[src/rtl/ifq_pkg.sv]
// Shared types and helpers for the instruction fetch queue.
// Entry layout and default reset instruction live here.
package ifq_pkg;

  localparam int IFQ_XLEN = 32;
  localparam logic [IFQ_XLEN-1:0] IFQ_RESET_INSTR = 32'h0000_0000;

  typedef struct packed {
    logic [IFQ_XLEN-1:0] pc;
    logic [IFQ_XLEN-1:0] instr;
  } fetch_entry_t;

  function automatic int ptr_inc(input int ptr, input int depth);
    return (ptr == depth - 1) ? 0 : ptr + 1;
  endfunction

endpackage

[src/rtl/ifq_storage.sv]
// Entry array for the fetch queue: one write port, async read.
// Contents are not reset; occupancy is tracked by the owner.
module ifq_storage
  import ifq_pkg::*;
#(
  parameter int DEPTH = 4,
  parameter int PW = $clog2(DEPTH)
) (
  input  logic         clk,
  input  logic         wr_en,
  input  logic [PW-1:0] wr_addr,
  input  fetch_entry_t wr_data,
  input  logic [PW-1:0] rd_addr,
  output fetch_entry_t rd_data
);

  fetch_entry_t mem [DEPTH];

  // capture one entry per accepted push
  always_ff @(posedge clk) begin
    if (wr_en) mem[wr_addr] <= wr_data;
  end

  assign rd_data = mem[rd_addr];

endmodule

[src/rtl/instr_fetch_queue.sv]
// Instruction fetch queue between memory fetch and decode.
// Define INSTR_FETCH_QUEUE_BYPASS_EN for an empty-queue bypass.
module instr_fetch_queue
  import ifq_pkg::*;
#(
  parameter int XLEN = IFQ_XLEN,
  parameter int DEPTH = 4,
  parameter logic [XLEN-1:0] RESET_INSTR = IFQ_RESET_INSTR
) (
  input  logic                     clk,
  input  logic                     reset,
  input  logic                     flush,
  input  logic                     push_valid,
  output logic                     push_ready,
  input  logic [XLEN-1:0]          push_instr,
  input  logic [XLEN-1:0]          push_pc,
  output logic                     pop_valid,
  input  logic                     pop_ready,
  output logic [XLEN-1:0]          pop_instr,
  output logic [XLEN-1:0]          pop_pc,
  output logic [$clog2(DEPTH):0]   count
);

  localparam int PW = $clog2(DEPTH);
  localparam int CW = PW + 1;

  logic [PW-1:0] wr_ptr;
  logic [PW-1:0] rd_ptr;
  logic [CW-1:0] cnt;
  fetch_entry_t  wdata;
  fetch_entry_t  rdata;
  logic          empty;
  logic          full;
  logic          byp;
  logic          byp_take;
  logic          do_push;
  logic          do_pop;

  assign empty = (cnt == '0);
  assign full  = (cnt == CW'(DEPTH));

  assign push_ready = !full;

`ifdef INSTR_FETCH_QUEUE_BYPASS_EN
  assign byp = empty && push_valid && !flush;
`else
  assign byp = 1'b0;
`endif

  assign byp_take  = byp && pop_ready;
  assign pop_valid = !empty || byp;
  assign count     = cnt;

  // a bypassed entry that is consumed never touches storage
  assign do_push = push_valid && push_ready && !byp_take;
  assign do_pop  = pop_valid && pop_ready && !byp_take;

  assign wdata.pc    = push_pc;
  assign wdata.instr = push_instr;

  ifq_storage #(
    .DEPTH (DEPTH)
  ) u_storage (
    .clk     (clk),
    .wr_en   (do_push && !flush && !reset),
    .wr_addr (wr_ptr),
    .wr_data (wdata),
    .rd_addr (rd_ptr),
    .rd_data (rdata)
  );

  // head outputs: bypass, stored head, or idle values when empty
  always_comb begin
    pop_instr = RESET_INSTR;
    pop_pc    = '0;
    if (byp) begin
      pop_instr = push_instr;
      pop_pc    = push_pc;
    end else if (!empty) begin
      pop_instr = rdata.instr;
      pop_pc    = rdata.pc;
    end
  end

  // pointer and occupancy update: reset > flush > push/pop
  always_ff @(posedge clk) begin
    if (reset) begin
      wr_ptr <= '0;
      rd_ptr <= '0;
      cnt    <= '0;
    end else if (flush) begin
      wr_ptr <= '0;
      rd_ptr <= '0;
      cnt    <= '0;
    end else begin
      if (do_push) wr_ptr <= PW'(ptr_inc(int'(wr_ptr), DEPTH));
      if (do_pop)  rd_ptr <= PW'(ptr_inc(int'(rd_ptr), DEPTH));
      if (do_push && !do_pop) cnt <= cnt + 1'b1;
      else if (!do_push && do_pop) cnt <= cnt - 1'b1;
    end
  end

  // occupancy sanity in simulation
  always_ff @(posedge clk) begin
    if (!reset) begin
      assert (cnt <= CW'(DEPTH));
      assert (!(push_valid && push_ready && full));
    end
  end

endmodule
[config.mk]
export PLATFORM = sky130hd
export DESIGN_NAME = instr_fetch_queue
export DESIGN_NICKNAME = d
export VERILOG_FILES = /design/src/rtl/ifq_pkg.sv /design/src/rtl/ifq_storage.sv /design/src/rtl/instr_fetch_queue.sv
export SDC_FILE = /design/constraint.sdc
export NUM_CORES = 1
export LEC_CHECK = 0
export CAP_MARGIN = 0
export CORE_UTILIZATION = 59
export CTS_BUF_LIST = sky130_fd_sc_hd__clkbuf_16
export DETAILED_ROUTE_END_ITERATION = 10
export PLACE_DENSITY = 0.92
export SLEW_MARGIN = 0
export SYNTH_ARGS = -nofsm -noshare
export SYNTH_HDL_FRONTEND = slang
export SYNTH_SLANG_ARGS = --single-unit
[constraint.sdc]
create_clock -name clk -period 3.9 [get_ports clk]
set_clock_uncertainty 0.1 [all_clocks]
set_input_delay 0.78 -clock clk [delete_from_list [all_inputs] [get_ports clk]]
set_output_delay 0.78 -clock clk [all_outputs]
set_load 0.02 [all_outputs]
==> results by stage, run 1 <==
Outcome:
- The flow ran to the end, and the final reports show no timing, DRC or antenna violations.

Setup path:
- The type of the worst setup path is flop to output pin.
- Of all nets on the critical path, the largest fanout is 65.
- The endpoint of the worst-slack reg-to-reg timing path is count[2]$_SDFFE_PP0P_.
- The most critical setup path has its startpoint at count[0]$_SDFFE_PP0P_.
- Among all stages on the critical path, the largest delay is contributed by sky130_fd_sc_hd__or3_2.
- For flop-to-flop paths, the worst setup slack is 1.14 ns.
- In this design, the largest share of critical-path delay is due to simple AND/OR/NAND/NOR gates.
- The number of buffers and inverters on the critical path is 1.
- Data arrives at the worst endpoint at 2.78 ns.
- At the worst endpoint, the required time is 3.02 ns.
- The instance count on the critical path is 3.
- The kind of launch point of the worst setup path is a flop.
- The worst setup path is captured at an output pin.
- The path depth of the worst reg2reg path is 7.
- The largest stage delay on the critical path is 0.88 ns.
- The critical path ends at pop_pc[26].
- The worst register-to-register path begins at count[1]$_SDFFE_PP0P_.
- Walking the worst path, the cells encountered are or3_2, and2_1, clkdlybuf4s50_1.

STA:
- The final number of hold-violating endpoints is 0.
- The post-layout minimum cycle time is 3.66 ns.
- The final critical-path share of the clock period is 93.8%.
- The highest attainable clock frequency is 273 MHz.
- Setup total negative slack on the finished layout was measured at 0 ns.
- The smallest hold slack is 0.417 ns.
- The max-slew violation total from the final report was 0.
- The final setup violation count is 0.
- Setup repair after global routing left no endpoint under its margin.
- The actual transition at the worst max-transition pin is 1.05 ns.
- The max-slew headroom at the worst pin is 29.7%.

Clock network:
- The later pin in the worst-skew pair is clocked with a latency of 0.51 ns.
- In this run, post-CTS repair resized a total of 0 instances.
- The deepest level of the CTS H-tree is 1.
- The clock-pin slew on the worst setup and hold paths is 0.06 ns.
- TritonCTS built the clock tree.
- Counting the buffers created by CTS gives 26.
- In this run, post-CTS hold repair placed 0 buffers.
- The number of clock sinks is 265.
- The maximum buffer depth of the clock tree is 3.
- The clock root buffer is sky130_fd_sc_hd__clkbuf_16.
- The number of post-CTS setup repair buffers is 0.

Power:
- The total power is 6.24 mW.
- Dividing total power by cell area gives a power density of 494 nW/um^2.
- The leakage power is 4.02 nW.
- The worst IR drop on VDD is 0.461 mV.

Layout:
- The count of fill cells added during filler insertion is 905.
- The count of nets after finishing is 680.
- The post-route netlist has 19.1% of its cells at a drive strength greater than 1.
- The final non-filler cell total is 845.
- Compared with the post-synthesis result, the final layout area differs by 24.3%.
- Measured on the finished design, the core utilization comes to 75.6%.

Detailed routing:
- The post-detailed-route via-to-cell ratio is 5.74.
- After detailed routing, the number of remaining DRC violations is 0.
- For this block, the initial DRC count from the detailed router was 272.
- The first-pass iteration count of the detailed router is 5.
- Summing over every cut layer, the via total after detailed routing is 4847.
- Summed over all layers, the routed wires come to 18500 um.
- In the final routed layout, each cell accounts on average for 21.9 um.
- The number of antenna-violating nets in the routed design is 0.

Place:
- The routability congestion estimate is 0.699.
- The count of input and output buffers is 137.
- The number of placed cells counting well taps is 796.
- Once detailed placement completed, the half-perimeter wirelength came to 11000 um.

Synth:
- The top cell type's share of synthesized area is 75.6%.
- Counting instances in the post-synthesis netlist gives the leading cell types as 256 x sky130_fd_sc_hd__edfxtp_1, 64 x sky130_fd_sc_hd__and2_1, 64 x sky130_fd_sc_hd__mux4_2, 9 x sky130_fd_sc_hd__clkbuf_1, 9 x sky130_fd_sc_hd__dfxtp_1.
- The count of yosys warnings during synthesis is 0.
- The average instance in the mapped netlist occupies 22.3 um^2.
- The register area share after synthesis is 77.4%.
- When the netlist entered floorplanning its net count stood at 531.
- Yosys mapped the design onto 26 distinct sky130hd cell types.
- For this run, the leading register cell type out of synthesis is sky130_fd_sc_hd__edfxtp_1.
- The number of flops mapped to enable cells by yosys is 256.
- The biggest area contributor in the post-synthesis netlist is sky130_fd_sc_hd__edfxtp_1.
- The leading cell type by number of instances after synthesis is sky130_fd_sc_hd__edfxtp_1.
- Counting every instance in the synthesized netlist gives 455.
- The share of synthesized registers carrying an async set or reset is 0%.
- After synthesis the cells add up to 10200 um^2.
- The post-synthesis sequential element count is 265.
- Sorting the synthesized cells by area gives the leading types as sky130_fd_sc_hd__edfxtp_1 76%, sky130_fd_sc_hd__mux4_2 14%, sky130_fd_sc_hd__and2_1 3.9%.

Floorplanning:
- For this configuration, the core starts out at a cell density of 60.9%.
- The core region area is 16700 um^2.
- The number of placement rows is 47.
- The horizontal extent of the die is 133 um.
- The overall die height is 133 um.
- The total I/O pin count is 138.
- The die covers 17800 um^2.

Global route:
- For this run the aggregate overflow at the end of global routing stands at 0.
- The via count of the first global-routing pass is 5373.
- Entering global routing, the biggest net connects 66 pins.
- The first global-routing pass estimated 28900 um of wire.
- The global-route total usage across every layer is 21.7%.
- The number of antenna violations at the first check in global routing is 0.

Worst hold path:
- The worst hold path belongs to the class flop to flop.
- The start point of the worst hold path is rd_ptr[0]$_SDFFE_PP0P_.

Flow run:
- The max-cap check violation count is 0.
-- metal layers --
layer,wire [um],share of wire (%),global-route usage (%),vias to the layer above
li1,-,-,-,2153
met1,7340,40,28.0,2469
met2,9600,52,37.6,193
met3,1210,6.5,4.19,32
met4,383,2.1,6.63,0
met5,0,0,0,-
-- worst min-delay path by stage --
| stage | endpoint | slack, ns | cells past startpoint |
|---|---|---|---|
| 3_5_place_dp | flop | 0.40 | 2 |
| 6_report | flop | 0.42 | 2 |
| 4_1_cts | flop | 0.41 | 2 |
| 5_1_grt | flop | 0.45 | 2 |
| 3_3_place_gp | flop | 0.36 | 2 |
| 2_1_floorplan | flop | 0.36 | 2 |
-- state kept, by name (all words and copies together), names as in the netlist, named ones only --
signal,count
count,3
rd_ptr,2
u_storage.mem,256
wr_ptr,2
-- power by group --
| part | leakage, nW | switching [mW] | internal, mW |
|---|---|---|---|
| Combinational | 1.21 | 0.360 | 0.360 |
| Sequential | 2.39 | 0.0215 | 3.16 |
| Clock | 0.427 | 0.963 | 1.38 |
-- layout by cell type, fill, tap and decap left out, types with 4 or more instances in the layout --
cell type / count
sky130_fd_sc_hd__clkinv_2: 4
sky130_fd_sc_hd__inv_1: 11
sky130_fd_sc_hd__buf_12: 6
sky130_fd_sc_hd__clkbuf_16: 27
sky130_fd_sc_hd__clkdlybuf4s50_1: 137
sky130_fd_sc_hd__and2_1: 64
sky130_fd_sc_hd__ha_1: 6
sky130_fd_sc_hd__clkinv_1: 5
sky130_fd_sc_hd__and3_4: 4
sky130_fd_sc_hd__dfxtp_1: 7
sky130_fd_sc_hd__nor2_1: 4
sky130_fd_sc_hd__edfxtp_1: 256
sky130_fd_sc_hd__mux4_2: 64
-- worst register-to-register path: cells and delay by family (launching register included) --
kind | cells | cell delay, ns
and+or+nand+nor | 1 | 0.42
AOI/OAI and AO/OA | 2 | 0.81
adders and majority gates | 2 | 0.72
buffers and inverters | 1 | 0.08
xor gates and xnor gates | 1 | 0.19
DFF | 1 | 0.38
-- cell families (layout without fill, tap and decap cells) --
family | Yosys count | after routing | synth area share (%)
and+or+nand+nor | 83 | 83 | 5.08
adders and majority gates | 7 | 7 | 0.935
muxes | 65 | 65 | 14.3
other | 0 | 1 | 0
DFF | 265 | 265 | 77.4
buffers and inverters | 26 | 195 | 1.62
xor gates and xnor gates | 2 | 2 | 0.172
AOI/OAI and AO/OA | 7 | 7 | 0.517
-- through the flow --
stage / cell area, um^2 / worst slack [ns]
5_1_grt: 12600 / 0.0633
3_3_place_gp: 11800 / 0.747
3_5_place_dp: 11800 / 0.725
4_1_cts: 12600 / 0.166
6_report: 12600 / 0.241
2_1_floorplan: 10200 / 1.42
-- final cells by class --
type / instances / area, um^2 / area share (%)
antenna: 1 / 2.50 / 0.0198
clock inverter: 21 / 144 / 1.14
timing repair buffer: 144 / 1500 / 11.9
tap: 220 / 275 / 2.18
multi-input combinational: 164 / 2150 / 17.0
sequential: 265 / 7880 / 62.3
inverter: 3 / 11.3 / 0.0891
clock buffer: 27 / 676 / 5.35
No activity file was read; power rests on OpenSTA's default activity.
==> inputs of run 2 (changes only) <==
- ABC_AREA: not set -> 1
- CORE_UTILIZATION: 59 -> 61
- CTS_BUF_LIST: sky130_fd_sc_hd__clkbuf_16 -> sky130_fd_sc_hd__clkbuf_8
- PLACE_DENSITY: 0.92 -> 0.94
- SKIP_CTS_REPAIR_TIMING: not set -> 1
==> run 2 against run 1 <==
Critical path type unchanged. Clock power down 9.4%. Highest routed layer unchanged. Cell area up 2.2%. Non-clock buffer count grew 9. Largest power group unchanged.
==> results by stage, run 2 <==
Synth:
- The register area share after synthesis is 74.3%.
- The top cell type's share of synthesized area is 72.6%.
- The top cell type by total area after synthesis is sky130_fd_sc_hd__edfxtp_1.
- The netlist uses 19 different library cells.
- Counting every net in the synthesized netlist gives 966.
- By count the netlist is led by 271 x sky130_fd_sc_hd__nand2_1, 256 x sky130_fd_sc_hd__edfxtp_1, 145 x sky130_fd_sc_hd__nor2_1, 67 x sky130_fd_sc_hd__a21oi_1, 62 x sky130_fd_sc_hd__o21ai_0.
- Summing the areas of all xor and xnor instances in the mapped netlist gives 0% of the synthesized area.
- Summing the areas of all fa, ha and maj instances in the mapped netlist gives 0.899% of the synthesized area.
- Among all flip-flop cells after synthesis, the most frequent one is sky130_fd_sc_hd__edfxtp_1.
- The simple-gate share of the synthesized area is 15.0%.
- The most common cell in the synthesized netlist is sky130_fd_sc_hd__nand2_1.
- The cell area after technology mapping is 10600 um^2.
- After synthesis, the cell types taking the most area are sky130_fd_sc_hd__edfxtp_1 73%, sky130_fd_sc_hd__nand2_1 9.6%, sky130_fd_sc_hd__nor2_1 5.1%.
- Multiplexer cells account for 0% of the synthesized area.
- After synthesis, the largest family of logic cells by area is simple AND/OR/NAND/NOR gates.
- Of all flip-flops after synthesis, the portion carrying an async set or reset was 0%.
- The Yosys step of the flow raised 0 warnings.
- The area fraction in compound gates after synthesis is 6.29%.
- The cell count after synthesis came out at 890.
- The number of flops mapped to enable cells by yosys is 256.
- The mean instance size in the synthesized netlist is 11.9 um^2.
- Counting flops and latches in the post-synthesis netlist gives 265.

Clock network:
- The clock-pin slew on the worst setup and hold paths is 0.06 ns.
- The H-tree generated during clock tree synthesis spans 2 levels.
- The clock tree from TritonCTS is built.
- Counting along the longest clock path gives a buffer depth of 3.
- The clock root buffer is sky130_fd_sc_hd__clkbuf_8.
- The number of buffers inserted during clock tree synthesis is 40.
- The clock drives 265 sinks.
- The insertion delay of the later-clocked pin in the worst-skew pair is 0.53 ns.

Detailed routing:
- The violation count after the first detailed-routing iteration is 869.
- The number of antenna-violating nets in the routed design is 0.
- After detailed routing, the average wire length per cell comes to 18.9 um.
- After detailed routing, the number of remaining DRC violations is 0.
- The first detailed-routing pass ran for 6 iterations.
- The final wirelength is 24400 um.
- After detailed routing, the number of vias per cell comes to 5.69.
- The detailed-route via count is 7332.

STA:
- The highest attainable clock frequency is 273 MHz.
- The worst path in the final design needs a cycle of 3.67 ns, including I/O delays and setup.
- The actual transition at the worst max-transition pin is 0.647 ns.
- The final critical-path share of the clock period is 94.0%.
- The max-slew violation total from the final report was 0.
- The smallest hold slack is 0.443 ns.
- Setup repair after global routing left no endpoint under its margin.
- The final setup violation count is 0.
- The max-slew headroom at the worst pin is 56.9%.
- The least setup slack across all paths after layout is 0.233 ns.
- The final number of hold-violating endpoints is 0.

Layout:
- The layout cell share with drive strength beyond 1 is 7.21%.
- The growth of design area from synthesis to finish is 22.0%.
- At the end of the flow, the number of nets in the layout was 1113.
- The largest register by flop count is u_storage.mem.
- The most frequent standard cell in the layout excluding fill and tap cells is sky130_fd_sc_hd__nand2_1.
- The register with the most flip-flops in the layout has 256 of them.
- In the layout the commonest cells are 271 x sky130_fd_sc_hd__nand2_1, 256 x sky130_fd_sc_hd__edfxtp_1, 141 x sky130_fd_sc_hd__nor2_1.

Global route:
- The routing usage on met3 is 6.16%.
- The number of antenna violations at the first check in global routing is 0.
- The global-route total usage across every layer is 28.1%.
- The via count of the first global-routing pass is 7293.
- In the global route stage, met1 resource usage came out at 36.7%.
- Summed over all layers, the global routing overflow is 0.
- The first global-routing pass estimated 38100 um of wire.
- Entering global routing, the biggest net connects 129 pins.
- Global routing used 47.2% of the available met2 tracks.
- After global routing, the most crowded layer is met2.

Flow run:
- The max-cap check violation count is 0.

Outcome:
- The flow ran to the end, and the final reports show no timing, DRC or antenna violations.

Floorplanning:
- During I/O placement, the number of pins put on the boundary was 138.
- After floorplanning, the core was sized to cover 16800 um^2.
- In this run the vertical extent of the chip is 134 um.
- The die covers 17900 um^2.
- The horizontal extent of the die is 134 um.
- For this configuration, the core starts out at a cell density of 63.1%.
- Row generation in the floorplan step produced 47 rows.

Power:
- IR analysis of the VDD net gives a maximum drop of 0.370 mV.
- Power spread over the standard cell area amounts to 472 nW/um^2.
- For this design the static power due to leakage is 4.77 nW.

Setup path:
- The arrival time at the worst endpoint is 2.79 ns.
- The critical path in this run is classified as flop to output pin.
- The setup slack on the worst flop-to-flop path is 1.53 ns.
- The biggest fanout along the worst timing path is 32.
- STA classifies the critical path endpoint as an output pin.
- Data on the critical path is required at its endpoint by 3.02 ns.
- The worst setup path is launched from a flop.

Worst hold path:
- The worst min-delay path class is flop to flop.

Place:
- Detailed placement ended at an HPWL of 14100 um.
- Input and output buffers added on the ports amount to 137.
- The routability congestion estimate is 0.810.
- OpenSTA, run right after detailed placement, puts the worst setup slack at 0.793 ns.
==> run 2: cell count changes after synthesis, sizes merged, moves of 14 or more <==
cell,before,now
and2,65,0
a21oi,2,67
buf,14,38
nor2,4,145
mux4,64,0
nand2,2,271
o21ai,2,66
inv,3,17
==> run 2: through the flow <==
| stage | instances | util, % | cell area (um^2) | TNS (ns) | total power, mW |
|---|---|---|---|---|---|
| 6_report | 1289 | 77.0 | 12900 | 0 | 6.09 |
| 5_1_grt | 1288 | 77.0 | 12900 | 0 | 6.27 |
| 4_1_cts | 1288 | 77.0 | 12900 | 0 | 6.10 |
| 3_5_place_dp | 1215 | 72.5 | 12200 | 0 | 4.02 |
| 3_3_place_gp | 1215 | 72.5 | 12200 | 0 | 3.99 |
| 2_1_floorplan | 890 | - | 10600 | -153.49 | 3.64 |
==> run 2: final cells by class <==
class	count	area, um^2
antenna	1	2.50
multi-input combinational	560	2380
clock inverter	27	115
fill	948	3850
tap	220	275
clock buffer	46	633
sequential	265	7870
inverter	17	67.6
timing repair buffer	153	1570
==> run 2: cell families after synthesis <==
kind of cell	Yosys count
compound gates	133
buf+inv	65
flops	265
simple gates	420
fa+ha+maj	7
==> run 2: where the power goes <==
part / switching (mW) / total, mW / internal (mW)
Sequential: 0.0160 / 3.18 / 3.16
Clock: 1.04 / 2.12 / 1.08
Combinational: 0.476 / 0.791 / 0.316
Total: 1.53 / 6.09 / 4.56
==> run 2: path summary, 6_finish.rpt <==
check	startpoint	end	cells after the start
min reg2reg	count[0]$_SDFFE_PP0P_	count[0]$_SDFFE_PP0P_	2
max	count[1]$_SDFFE_PP0P_	pop_pc[22]	6
max reg2reg	count[0]$_SDFFE_PP0P_	u_storage.mem[0][19]$_DFFE_PP_	7
min	count[0]$_SDFFE_PP0P_	count[0]$_SDFFE_PP0P_	2
==> run 2: critical path: stages (launching register included) <==
cell and delay [ns]:
sky130_fd_sc_hd__dfxtp_1 0.35, sky130_fd_sc_hd__nor2_1 0.16, sky130_fd_sc_hd__nand2_1 0.15, sky130_fd_sc_hd__inv_2 0.50, sky130_fd_sc_hd__buf_4 0.39, sky130_fd_sc_hd__a21oi_1 0.11
sky130_fd_sc_hd__clkdlybuf4s50_1 0.57
==> run 2: per-layer routing <==
| layer | part of all wire, % | vias to the layer above | wire length [um] |
|---|---|---|---|
| li1 | - | 3338 | - |
| met1 | 39 | 3532 | 9480 |
| met2 | 50 | 412 | 12200 |
| met3 | 9.1 | 50 | 2220 |
| met4 | 2.2 | 0 | 539 |
| met5 | 0 | - | 0 |
